### config.mk
export PLATFORM = sky130hd
export DESIGN_NAME = ps2_host_tx
export DESIGN_NICKNAME = d
export VERILOG_FILES = /design/src/rtl/ps2_host_tx.sv
export SDC_FILE = /design/constraint.sdc
export NUM_CORES = 1
export LEC_CHECK = 0
export BUFFER_PORTS_ARGS = -buffer_cell sky130_fd_sc_hd__buf_2
export CAP_MARGIN = 20
export CELL_PAD_IN_SITES_DETAIL_PLACEMENT = 2
export CELL_PAD_IN_SITES_GLOBAL_PLACEMENT = 2
export CORE_ASPECT_RATIO = 0.5
export CORE_UTILIZATION = 42
export DETAILED_ROUTE_END_ITERATION = 12
export GPL_ROUTABILITY_DRIVEN = 0
export PLACE_DENSITY = 0.82
export RECOVER_POWER = 50
export SLEW_MARGIN = 20
export SYNTH_ARGS = -nofsm -noshare
export SYNTH_HDL_FRONTEND = slang
export SYNTH_SLANG_ARGS = --single-unit
export TNS_END_PERCENT = 100
### constraint.sdc
create_clock -name clk -period 4.3 [get_ports clk]
set_input_delay 0.645 -clock clk [delete_from_list [all_inputs] [get_ports clk]]
set_output_delay 0.645 -clock clk [all_outputs]
set_load 0.01 [all_outputs]
### src/rtl/ps2_host_tx.sv
// PS/2 host-to-device transmitter: inhibit, request-to-send, then shifts one byte
// out on device-generated clock edges and checks the device ACK.
module ps2_host_tx #(
    parameter int INHIBIT_CYCLES = 240,
    parameter int TIMEOUT_CYCLES = 30000
) (
    input  logic       clk,
    input  logic       reset,
    input  logic [7:0] tx_data,
    input  logic       tx_valid,
    output logic       tx_ready,
    input  logic       ps2_clk_in,
    input  logic       ps2_data_in,
    output logic       ps2_clk_oe,
    output logic       ps2_data_oe,
    output logic       tx_active,
    output logic       tx_done,
    output logic       tx_error
);

    localparam int INH_W = $clog2(INHIBIT_CYCLES + 1);
    localparam int TO_W  = $clog2(TIMEOUT_CYCLES + 1);

    typedef enum logic [2:0] {IDLE, INHIBIT, REQ, SEND, WAIT_IDLE} state_t;

    state_t           state, state_next;
    logic             clk_meta, clk_sync, clk_prev;
    logic             data_meta, data_sync;
    logic [7:0]       shift_q, shift_d;
    logic             parity_q, parity_d;
    logic [3:0]       bit_cnt_q, bit_cnt_d;
    logic [INH_W-1:0] inh_cnt_q, inh_cnt_d;
    logic [TO_W-1:0]  to_cnt_q, to_cnt_d;
    logic             clk_oe_d, data_oe_d, done_d, error_d;
    logic             clk_fall, timeout;

    assign clk_fall  = clk_prev & ~clk_sync;
    assign timeout   = (to_cnt_q == TO_W'(TIMEOUT_CYCLES - 1));
    assign tx_ready  = (state == IDLE);
    assign tx_active = (state != IDLE);

    // NOTE: sequential state uses non-blocking assignments only; the async reset
    // releases both lines immediately, without waiting for a clock edge.
    always_ff @(posedge clk or posedge reset) begin
        if (reset) begin
            state       <= IDLE;
            clk_meta    <= 1'b1;
            clk_sync    <= 1'b1;
            clk_prev    <= 1'b1;
            data_meta   <= 1'b1;
            data_sync   <= 1'b1;
            shift_q     <= '0;
            parity_q    <= 1'b0;
            bit_cnt_q   <= '0;
            inh_cnt_q   <= '0;
            to_cnt_q    <= '0;
            ps2_clk_oe  <= 1'b0;
            ps2_data_oe <= 1'b0;
            tx_done     <= 1'b0;
            tx_error    <= 1'b0;
        end else begin
            state       <= state_next;
            clk_meta    <= ps2_clk_in;
            clk_sync    <= clk_meta;
            clk_prev    <= clk_sync;
            data_meta   <= ps2_data_in;
            data_sync   <= data_meta;
            shift_q     <= shift_d;
            parity_q    <= parity_d;
            bit_cnt_q   <= bit_cnt_d;
            inh_cnt_q   <= inh_cnt_d;
            to_cnt_q    <= to_cnt_d;
            ps2_clk_oe  <= clk_oe_d;
            ps2_data_oe <= data_oe_d;
            tx_done     <= done_d;
            tx_error    <= error_d;
        end
    end

    // NOTE: every signal gets a default first so no path leaves one unassigned (no latches).
    always_comb begin
        state_next = state;
        shift_d    = shift_q;
        parity_d   = parity_q;
        bit_cnt_d  = bit_cnt_q;
        inh_cnt_d  = '0;
        to_cnt_d   = '0;
        data_oe_d  = 1'b0;
        done_d     = 1'b0;
        error_d    = 1'b0;

        case (state)
            IDLE: begin
                if (tx_valid) begin
                    shift_d    = tx_data;
                    parity_d   = ~^tx_data;
                    state_next = INHIBIT;
                end
            end
            INHIBIT: begin
                if (inh_cnt_q == INH_W'(INHIBIT_CYCLES - 1)) begin
                    state_next = REQ;
                    data_oe_d  = 1'b1;
                end else begin
                    inh_cnt_d = inh_cnt_q + 1'b1;
                end
            end
            REQ, SEND, WAIT_IDLE: begin
                // Timeout wins over any line event in the same cycle.
                if (timeout) begin
                    error_d    = 1'b1;
                    state_next = IDLE;
                end else begin
                    to_cnt_d = to_cnt_q + 1'b1;
                    if (state == REQ) begin
                        bit_cnt_d  = '0;
                        data_oe_d  = 1'b1;
                        state_next = SEND;
                    end else if (state == SEND) begin
                        data_oe_d = ps2_data_oe;
                        if (clk_fall) begin
                            bit_cnt_d = bit_cnt_q + 4'd1;
                            if (bit_cnt_q < 4'd8) begin
                                data_oe_d = ~shift_q[0];
                                shift_d   = {1'b0, shift_q[7:1]};
                            end else if (bit_cnt_q == 4'd8) begin
                                data_oe_d = ~parity_q;
                            end else if (bit_cnt_q == 4'd9) begin
                                data_oe_d = 1'b0;
                            end else begin
                                data_oe_d = 1'b0;
                                if (data_sync) begin
                                    error_d    = 1'b1;
                                    state_next = IDLE;
                                end else begin
                                    state_next = WAIT_IDLE;
                                end
                            end
                        end
                    end else if (clk_sync && data_sync) begin
                        done_d     = 1'b1;
                        state_next = IDLE;
                    end
                end
            end
            default: state_next = IDLE;
        endcase

        clk_oe_d = (state_next == INHIBIT);
    end

endmodule

== Word-level counts from Yosys, hierarchy flattened ==
Index checks and enable logic that the tools add are counted.

* Register bits after elaboration: 48
* Latch bits: 0
* RAM bits: 0
* Bits in read-only memories: 0
* Input bits: 13
* Output and inout bits: 6
* Logic and storage cells: 99
* Memories: 0

* Add/subtract/negate cells: 3
* $mul: 0
* Div/mod/pow operators: 0
* $lt $le $gt $ge: 1
* Eq/ne operators: 16
* Shift operators: 0
* Multiplexer cells: 48
* Bitwise logic cells: 5
* Reduce and logical (&&, ||, !) cells: 11

{| class="wikitable"
|+ Operator list
! cell !! count
|-
| 8-bit two-way mux || 8
|-
| 3-bit two-way mux || 11
|-
| 15-bit two-way mux || 2
|-
| 1-bit two-way mux || 21
|-
| 8-bit case mux with 2 select lines || 1
|-
| 15-bit by 1-bit adder with 15-bit output (second input constant) || 1
|-
| 15-bit equality test (second input constant) || 1
|-
| 4-bit two-way mux || 3
|-
| 2-bit != test (second input constant) || 6
|-
| 3-bit case mux with 3 select lines || 1
|-
| 8-bit by 1-bit adder with 8-bit output (second input constant) || 1
|-
| 4-bit equality test (second input constant) || 2
|-
| 8-bit equality test (second input constant) || 1
|-
| 8-bit XNOR reduction || 1
|-
| 7-bit AND reduction || 1
|-
| 3-bit by 1-bit equality test with 1-bit output (second input constant) || 2
|-
| 3-bit by 2-bit equality test with 1-bit output (second input constant) || 2
|-
| 2-bit nonzero test || 3
|-
| 5-bit != test (second input constant) || 1
|-
| 4-bit by 1-bit adder with 4-bit output (second input constant) || 1
|-
| 4-bit < comparator (second input constant) || 1
|-
| 1-bit inverter || 4
|-
| 4-bit AND reduction || 1
|-
| 3-bit equality test (second input constant) || 1
|-
| other kinds (7) || 7
|}

== Depth between registers and ports, before layout ==
Gate-level depths: netlist of run 1.

* Word-level depth: 10
* Mapped depth: 7
* Gate-level depth less buffers: 6

== Worst setup path before layout of run 1 ==
OpenSTA, ideal clock, no wires.

* Path type: register to register
* From: reg to_cnt_q[0]
* To: reg shift_q[0]
* Library setup time: 0.121 ns
* Arrival time: 1.688 ns
* Required time: 4.179 ns
* Slack: 2.490 ns
* Stages on the path, launching flop included: 8
* Path buffers: 2
* Period minus slack after synthesis: 1.810 ns
* Path through: dfrtp_1 ha_1 and4_4 buf_6 and4_4 buf_6 o32a_1 o22a_1

* Word-level cells in the longest chain between the ends: 3

{| class="wikitable"
|+ RTL lines
! item !! line !! RTL
|-
| from (decl) || 33 || <nowiki>logic [TO_W-1:0] to_cnt_q, to_cnt_d;</nowiki>
|-
| from (signal assigned) || 72 || <nowiki>to_cnt_q <= to_cnt_d;</nowiki>
|-
| 15-bit equality test || 38 || <nowiki>assign timeout = (to_cnt_q == TO_W'(TIMEOUT_CYCLES - 1));</nowiki>
|-
| 2-bit != test (no source line) || n/a ||
|-
| 7-bit AND reduction (no source line) || n/a ||
|-
| to (signal assigned) || 68 || <nowiki>shift_q <= shift_d;</nowiki>
|-
| to (decl) || 29 || <nowiki>logic [7:0] shift_q, shift_d;</nowiki>
|}

Every way passes these cells.
A chain may end at the register's enable or synchronous reset.

== Final worst setup path of run 1 ==
* From: reg state[0]
* To: out tx_ready

* Word-level cells in the longest chain between the ends: 1

{| class="wikitable"
|+ RTL lines
! item !! line !! RTL
|-
| from (decl) || 26 || <nowiki>state_t state, state_next;</nowiki>
|-
| from (signal assigned) || 62 || <nowiki>state <= state_next;</nowiki>
|-
| 3-bit zero test || 39 || <nowiki>assign tx_ready = (state == IDLE);</nowiki>
|-
| to (decl) || 11 || <nowiki>output logic tx_ready,</nowiki>
|}

Every way passes these cells.

==> results.md, run 1 <==
* Synth Register Bits at 48
* Vias per std cell at 5.80
* Vias in the first global route at 1973
* RSZ-0062 raised after global routing: false
* Crit path max fanout at 12
* Synth Net Count at 239
* ANT cells at 0
* Post-Synth XOR/XNOR Area at 0.0891
* Num CTS Buffers at 5
* Highest clock rate at 480 MHz
* Cell Pwr Density at 329 nW/um2
* # nets final at 256
* DR vias at 1792
* Sequential share of the synthesized area at 0.512
* WL final at 6460 um
* Clock sinks at 48
* Slowest CP cell: dfrtp_1
* Main synth FF type: dfrtp_1
* Avg Inst Size Synth at 10.7 um2
* Starting Density at 0.458
* Post-synthesis mux area share at 0
* Post-Synth Adder-Cell Area at 0.0265
* Rel. slew slack at -0.425
* Peak VDD IR at 0.164 mV
* Antenna violations before repair at 0
* Final HPWL DP at 4390 um
* CTS tree: yes
* First DRT Iteration DRCs at 70
* Main combinational cell family by area after synthesis: simple AND/OR/NAND/NOR gates
* WL/cell at 20.9 um
* IO Pins at 19
* # DRC at 0
* Setup crit start kind: flop
* Setup-failing EPs final at 0
* Synth Warn # at 0
* Crit end category: primary output
* Failing checks: capacitance limit, slew limit
* Setup TNS at 0 ns
* Synth area leader: dfrtp_1
* Setup Buffers After CTS at 0
* Hold Crit Class: reg2reg
* Share of cells above drive strength 1 at 0.159
* Largest net degree at the start of global routing at 49
* Synth Area in Simple Gates at 0.202
* Final hold vios at 0
* Max-cap violations at 1
* H-Tree Depth at 2
* CTS resizes at 0
* Grt ovf at 0
* CP max stage delay at 0.53 ns
* Post-route ant nets at 0
* Status: complete, but fails checks
* Detailed Routing Iterations Pass 1 at 4
* Netlist Area Pre-Place at 2360 um2
* Later-pin clock latency in the skew report at 0.32 ns
* Crit path DAT at 1.44 ns
* Root Buffer Master: clkbuf_8
* Buffers on Ports at 18
* GRT Resource Usage Total at 0.245
* Clock tree buffer depth at 2
* Synth-to-Final Area Change at 10.6%
* Synthesized netlist cell count at 221
* Fin crit period at 2.08 ns
* Top cell type's share of synthesized area at 0.456
* Tightest Pin Transition at 2.13 ns
* Post-synth top cells: dfrtp_1, nor2_1, nand2_1, xor2_1, xnor2_1
* Die W at 108 um
* Fin crit share at 0.484
* Required time of the critical path at 3.65 ns
* Post-synthesis cell type count at 42
* Post-synth EDFFs at 0
* Die area at 5940 um2
* Core area at 5160 um2
* # rows at 18
* Area contributors post-synth: dfrtp_1, dfstp_2, xor2_1
* Final max-slew violation count at 49
* Global-route wire length before repair at 10500 um
* Most common cell in the synthesized netlist: dfrtp_1
* P_leak at 1.12 nW
* Synth Area in Compound Gates at 0.135
* Async set or reset register ratio after synthesis at 1.00
* CP Class: reg2out
* CTS Hold Bufs at 0
* Chip height at 55 um
* Final clock skew at 0.0105 ns
* Crit-path leading delay family: flip-flops
* Critical path cell sequence: or3_1 -> inv_1 -> buf_2
* CTS clk-pin slew, worst paths at 0.10 ns
* Buffers and inverters on the worst path at 2
* Total Power at 0.000858 W
## report_power, final
| part | internal, W | total, W | switching (W) |
|---|---|---|---|
| clock | 0.000190 | 0.000355 | 0.000165 |
| sequential | 0.000458 | 0.000461 | 0.00000342 |
| combinational | 0.0000161 | 0.0000413 | 0.0000252 |
| total | 0.000664 | 0.000858 | 0.000194 |
## final timing paths
kind	start	end	slack, ns	cells after the start
max	state[0]$_DFF_PP0_	tx_ready	2.22	3
min	data_meta$_DFF_PP1_	data_sync$_DFF_PP1_	0.36	0
max reg2reg	to_cnt_q[0]$_DFF_PP0_	ps2_data_oe$_DFFE_PP0P_	2.23	5
min reg2reg	data_meta$_DFF_PP1_	data_sync$_DFF_PP1_	0.36	0
max in group asynchronous	reset	to_cnt_q[14]$_DFF_PP0_	2.46	2
min in group asynchronous	reset	to_cnt_q[3]$_DFF_PP0_	0.88	2
## flip-flops by register name, indices dropped and copies added (netlist names)
name	flops
data_sync	1
ps2_clk_oe	1
shift_q	8
clk_sync	1
state	3
tx_done	1
data_meta	1
tx_error	1
ps2_data_oe	1
to_cnt_q	15
clk_meta	1
clk_prev	1
inh_cnt_q	8
parity_q	1
bit_cnt_q	4
## area by class of cell
class,instances,area (um2)
Timing Repair Buffer,18,90.1
Inverter,9,35.0
Sequential cell,48,1210
Multi-Input combinational cell,156,1070
Fill cell,530,2550
Clock buffer,6,82.6
Tap cell,70,87.6
Clock inverter,2,38.8
## metrics by stage
stage | area [um2] | hold WS [ns] | utilization | std cells | setup slack, ns
2_1_floorplan | 2360 | 0.345 | - | 221 | 2.49
5_1_grt | 2610 | 0.368 | 0.506 | 309 | 2.14
4_1_cts | 2610 | 0.361 | 0.506 | 309 | 2.20
3_3_place_gp | 2490 | 0.346 | 0.482 | 301 | 2.47
3_5_place_dp | 2490 | 0.347 | 0.482 | 301 | 2.36
6_report | 2610 | 0.361 | 0.506 | 309 | 2.22
## worst register-to-register path: stages, from the launching register on
cell and delay, ns:
dfrtp_1 0.44, ha_1 0.28, and4_4 0.24, nand4_1 0.27, nand3_1 0.30, o32a_1 0.44
## cells by family (layout without fill, tap and decap cells)
group / count (synthesis) / in the layout
flops: 48 / 48
simple gates: 88 / 88
buf+inv: 17 / 35
compound gates: 39 / 39
fa+ha+maj: 5 / 5
xor+xnor: 24 / 24
## per-layer routing
metal | global-route usage | share of wire | up-vias
li1 | - | - | 824
met1 | 0.292 | 0.45 | 924
met2 | 0.452 | 0.50 | 32
met3 | 0.0609 | 0.043 | 12
met4 | 0.0708 | 0.014 | 0
met5 | 0 | 0 | -
## cell usage in the layout, fill, tap and decap left out, types with 5 or more instances in the layout
cell type and instances:
dfrtp_1 43, nor2_1 24, buf_2 18, nand2_1 13, xor2_1 13, xnor2_1 11
nand4_1 9, nand3_1 9, o22a_1 9, inv_1 8, o32a_1 8, clkbuf_8 6
or3_1 5, o21ai_0 5, a21oi_1 5, ha_1 5
Power figures use the tool's default switching activity.
==> run 2: changes to the inputs <==
--- a/config.mk
+++ b/config.mk
@@ -10,10 +10,10 @@
 export CELL_PAD_IN_SITES_DETAIL_PLACEMENT = 2
 export CELL_PAD_IN_SITES_GLOBAL_PLACEMENT = 2
 export CORE_ASPECT_RATIO = 0.5
-export CORE_UTILIZATION = 42
+export CORE_UTILIZATION = 35
 export DETAILED_ROUTE_END_ITERATION = 12
 export GPL_ROUTABILITY_DRIVEN = 0
-export PLACE_DENSITY = 0.82
+export PLACE_DENSITY = 0.72
 export RECOVER_POWER = 50
 export SLEW_MARGIN = 20
 export SYNTH_ARGS = -nofsm -noshare
==> constraint.sdc (replaced) <==
create_clock -name clk -period 1.9 [get_ports clk]
set_input_delay 0.285 -clock clk [delete_from_list [all_inputs] [get_ports clk]]
set_output_delay 0.285 -clock clk [all_outputs]
set_load 0.01 [all_outputs]
==> results.md, run 2 (synthesis gave the netlist of run 1 again) <==
* Filler instances at 661 (was 530)
* Starting Density at 0.376 (was 0.458)
* Setup crit start kind: flop (unchanged)
* Reg2reg start: to_cnt_q[0]$_DFF_PP0_ (unchanged)
* Vias per std cell at 5.38 (was 5.80)
* GRT Resource Usage Total at 0.196 (was 0.245)
* P_leak at 1.19 nW (was 1.12 nW)
* Most frequent cells in the layout: dfrtp_1, nor2_1, buf_2 (unchanged)
* DR vias at 1824 (was 1792)
* Tightest Pin Transition at 0.840 ns (was 2.13 ns)
* Later-pin clock latency in the skew report at 0.29 ns (was 0.32 ns)
* Cells on Worst Hold Path at 1 (was 0)
* Root Buffer Master: clkbuf_16 (was clkbuf_8)
* Crit path max fanout at 8 (was 12)
* Pre-CTS WS at 0.0296 ns (was 2.36 ns)
* Vias in the first global route at 2025 (was 1973)
* Buffers on Ports at 18 (unchanged)
* Largest net degree at the start of global routing at 28 (was 49)
* # nets final at 268 (was 256)
* CP most frequent cell: and4_4
* Die area at 7090 um2 (was 5940 um2)
* Critical path cell sequence: ha_2 -> and4_4 -> and4_4 -> o31ai_4 -> buf_4 -> o22a_1 (was or3_1 -> inv_1 -> buf_2)
* RSZ-0062 raised after global routing: false (unchanged)
* IO Pins at 19 (unchanged)
* Crit-path leading delay family: simple AND/OR/NAND/NOR gates (was flip-flops)
* Chip height at 60.1 um (was 55 um)
* Core area at 6280 um2 (was 5160 um2)
* Most common cell after layout, fill and taps aside: dfrtp_1 (unchanged)
* Crit path DAT at 1.98 ns (was 1.44 ns)
* CTS clk-pin slew, worst paths at 0.07 ns (was 0.10 ns)
* Grt ovf at 0 (unchanged)
* Final hold vios at 0 (unchanged)
* First DRT Iteration DRCs at 84 (was 70)
* Final clock skew at 0.00368 ns (was 0.0105 ns)
* Share of cells above drive strength 1 at 0.195 (was 0.159)
* # DRC at 0 (unchanged)
* CP Class: reg2reg (was reg2out)
* Multi-input gate area at 1090 um2 (was 1070 um2)
* WL/cell at 18.9 um (was 20.9 um)
* Max reg flops at 15 (unchanged)
* Final max-slew violation count at 0 (was 49)
* RR Endpoint: shift_q[0]$_DFFE_PP0P_ (was ps2_data_oe$_DFFE_PP0P_)
* HP Start: ps2_data_in (was data_meta$_DFF_PP1_)
* Detailed Routing Iterations Pass 1 at 5 (was 4)
* Synth-to-Final Area Change at 16.7% (was 10.6%)
* Hold EP: data_meta$_DFF_PP1_ (was data_sync$_DFF_PP1_)
* Die W at 118 um (was 108 um)
* Post-route ant nets at 0 (unchanged)
* Global-route wire length before repair at 10400 um (was 10500 um)
* Setup-failing EPs final at 0 (unchanged)
* H-Tree Depth at 2 (unchanged)
* Cell Pwr Density at 746 nW/um2 (was 329 nW/um2)
* # rows at 20 (was 18)
* Peak VDD IR at 0.317 mV (was 0.164 mV)
* Biggest register: to_cnt_q (unchanged)
* Hold Crit Class: in2reg (was reg2reg)
* Final HPWL DP at 4410 um (was 4390 um)
* Reg2reg path depth at 6 (was 5)
* CP max stage delay at 0.40 ns (was 0.53 ns)
* Total Power at 0.00205 W (was 0.000858 W)
* Clock sinks at 48 (unchanged)
* Max-cap violations at 0 (was 1)
* Highest clock rate at 556 MHz
* Status: completed (was complete, but fails checks)
* ANT cells at 0 (unchanged)
* Biggest regs: to_cnt_q (15), inh_cnt_q (8), shift_q (8) (unchanged)
* WL final at 6390 um (was 6460 um)
* Setup TNS at 0 ns (unchanged)
* FF-to-FF setup slack at 0.1 ns (was 2.23 ns)
* Rel. slew slack at 0.439 (was -0.425)
* Fin crit share at 0.947
* Fin crit period at 1.80 ns
* Final WS setup at 0.0999 ns (was 2.22 ns)
* Slowest CP cell: dfrtp_1 (unchanged)
* FF+latch area at 1210 um2 (unchanged)
* Buffers and inverters on the worst path at 1 (was 2)
* Num CTS Buffers at 5 (unchanged)
* Crit end category: flop (was primary output)
* CTS tree: yes (unchanged)
* Clock tree buffer depth at 2 (unchanged)
* Required time of the critical path at 2.08 ns (was 3.65 ns)
* Antenna violations before repair at 0 (unchanged)
==> run 2: worst max path at each step <==
stage,from,endpoint,slack [ns],depth (start not counted)
global placement,to_cnt_q[0]$_DFF_PP0_,shift_q[7]$_DFFE_PP0P_,0.11,5
detailed placement,to_cnt_q[0]$_DFF_PP0_,shift_q[7]$_DFFE_PP0P_,0.03,5
floorplan,to_cnt_q[0]$_DFF_PP0_,shift_q[0]$_DFFE_PP0P_,0.09,7
global route,to_cnt_q[0]$_DFF_PP0_,shift_q[4]$_DFFE_PP0P_,0.006,6
CTS,to_cnt_q[0]$_DFF_PP0_,shift_q[7]$_DFFE_PP0P_,0.01,5
finish,to_cnt_q[0]$_DFF_PP0_,shift_q[0]$_DFFE_PP0P_,0.1,6
==> run 2: routing by layer <==
layer	global-route usage	part of all wire	vias up
li1	-	-	850
met1	0.232	0.47	940
met2	0.359	0.49	25
met3	0.0458	0.025	9
met4	0.0678	0.011	0
met5	0	0	-
==> run 2: cell type report <==
| cell class | count | share of cell area |
|---|---|---|
| Multi-Input combinational cell | 157 | 0.394 |
| Inverter | 9 | 0.0123 |
| Sequential cell | 48 | 0.438 |
| Tap cell | 88 | 0.0400 |
| Timing Repair Buffer | 29 | 0.0618 |
| Clock buffer | 8 | 0.0532 |
==> run 2: timing repair <==
action                     4_1_cts  5_1_grt
setup endpoints to repair        0        9
gates resized for setup          0        2
buffers inserted                 0        2
hold buffers                     0        0
==> run 2: where the power goes <==
group          switching, W  internal, W
logic             0.0000557    0.0000383
registers        0.00000652      0.00104
clock network      0.000391     0.000526
==> run 2: metrics by stage <==
| stage | cell area, um2 | std cells | hold slack (ns) | util |
|---|---|---|---|---|
| after global placement | 2590 | 328 | 0.342 | 0.412 |
| after floorplan | 2360 | 221 | 0.289 | - |
| after detailed placement | 2590 | 328 | 0.348 | 0.412 |
| final | 2750 | 339 | 0.0900 | 0.438 |
| after global routing | 2750 | 339 | 0.0877 | 0.438 |
| after CTS | 2740 | 336 | 0.0332 | 0.435 |
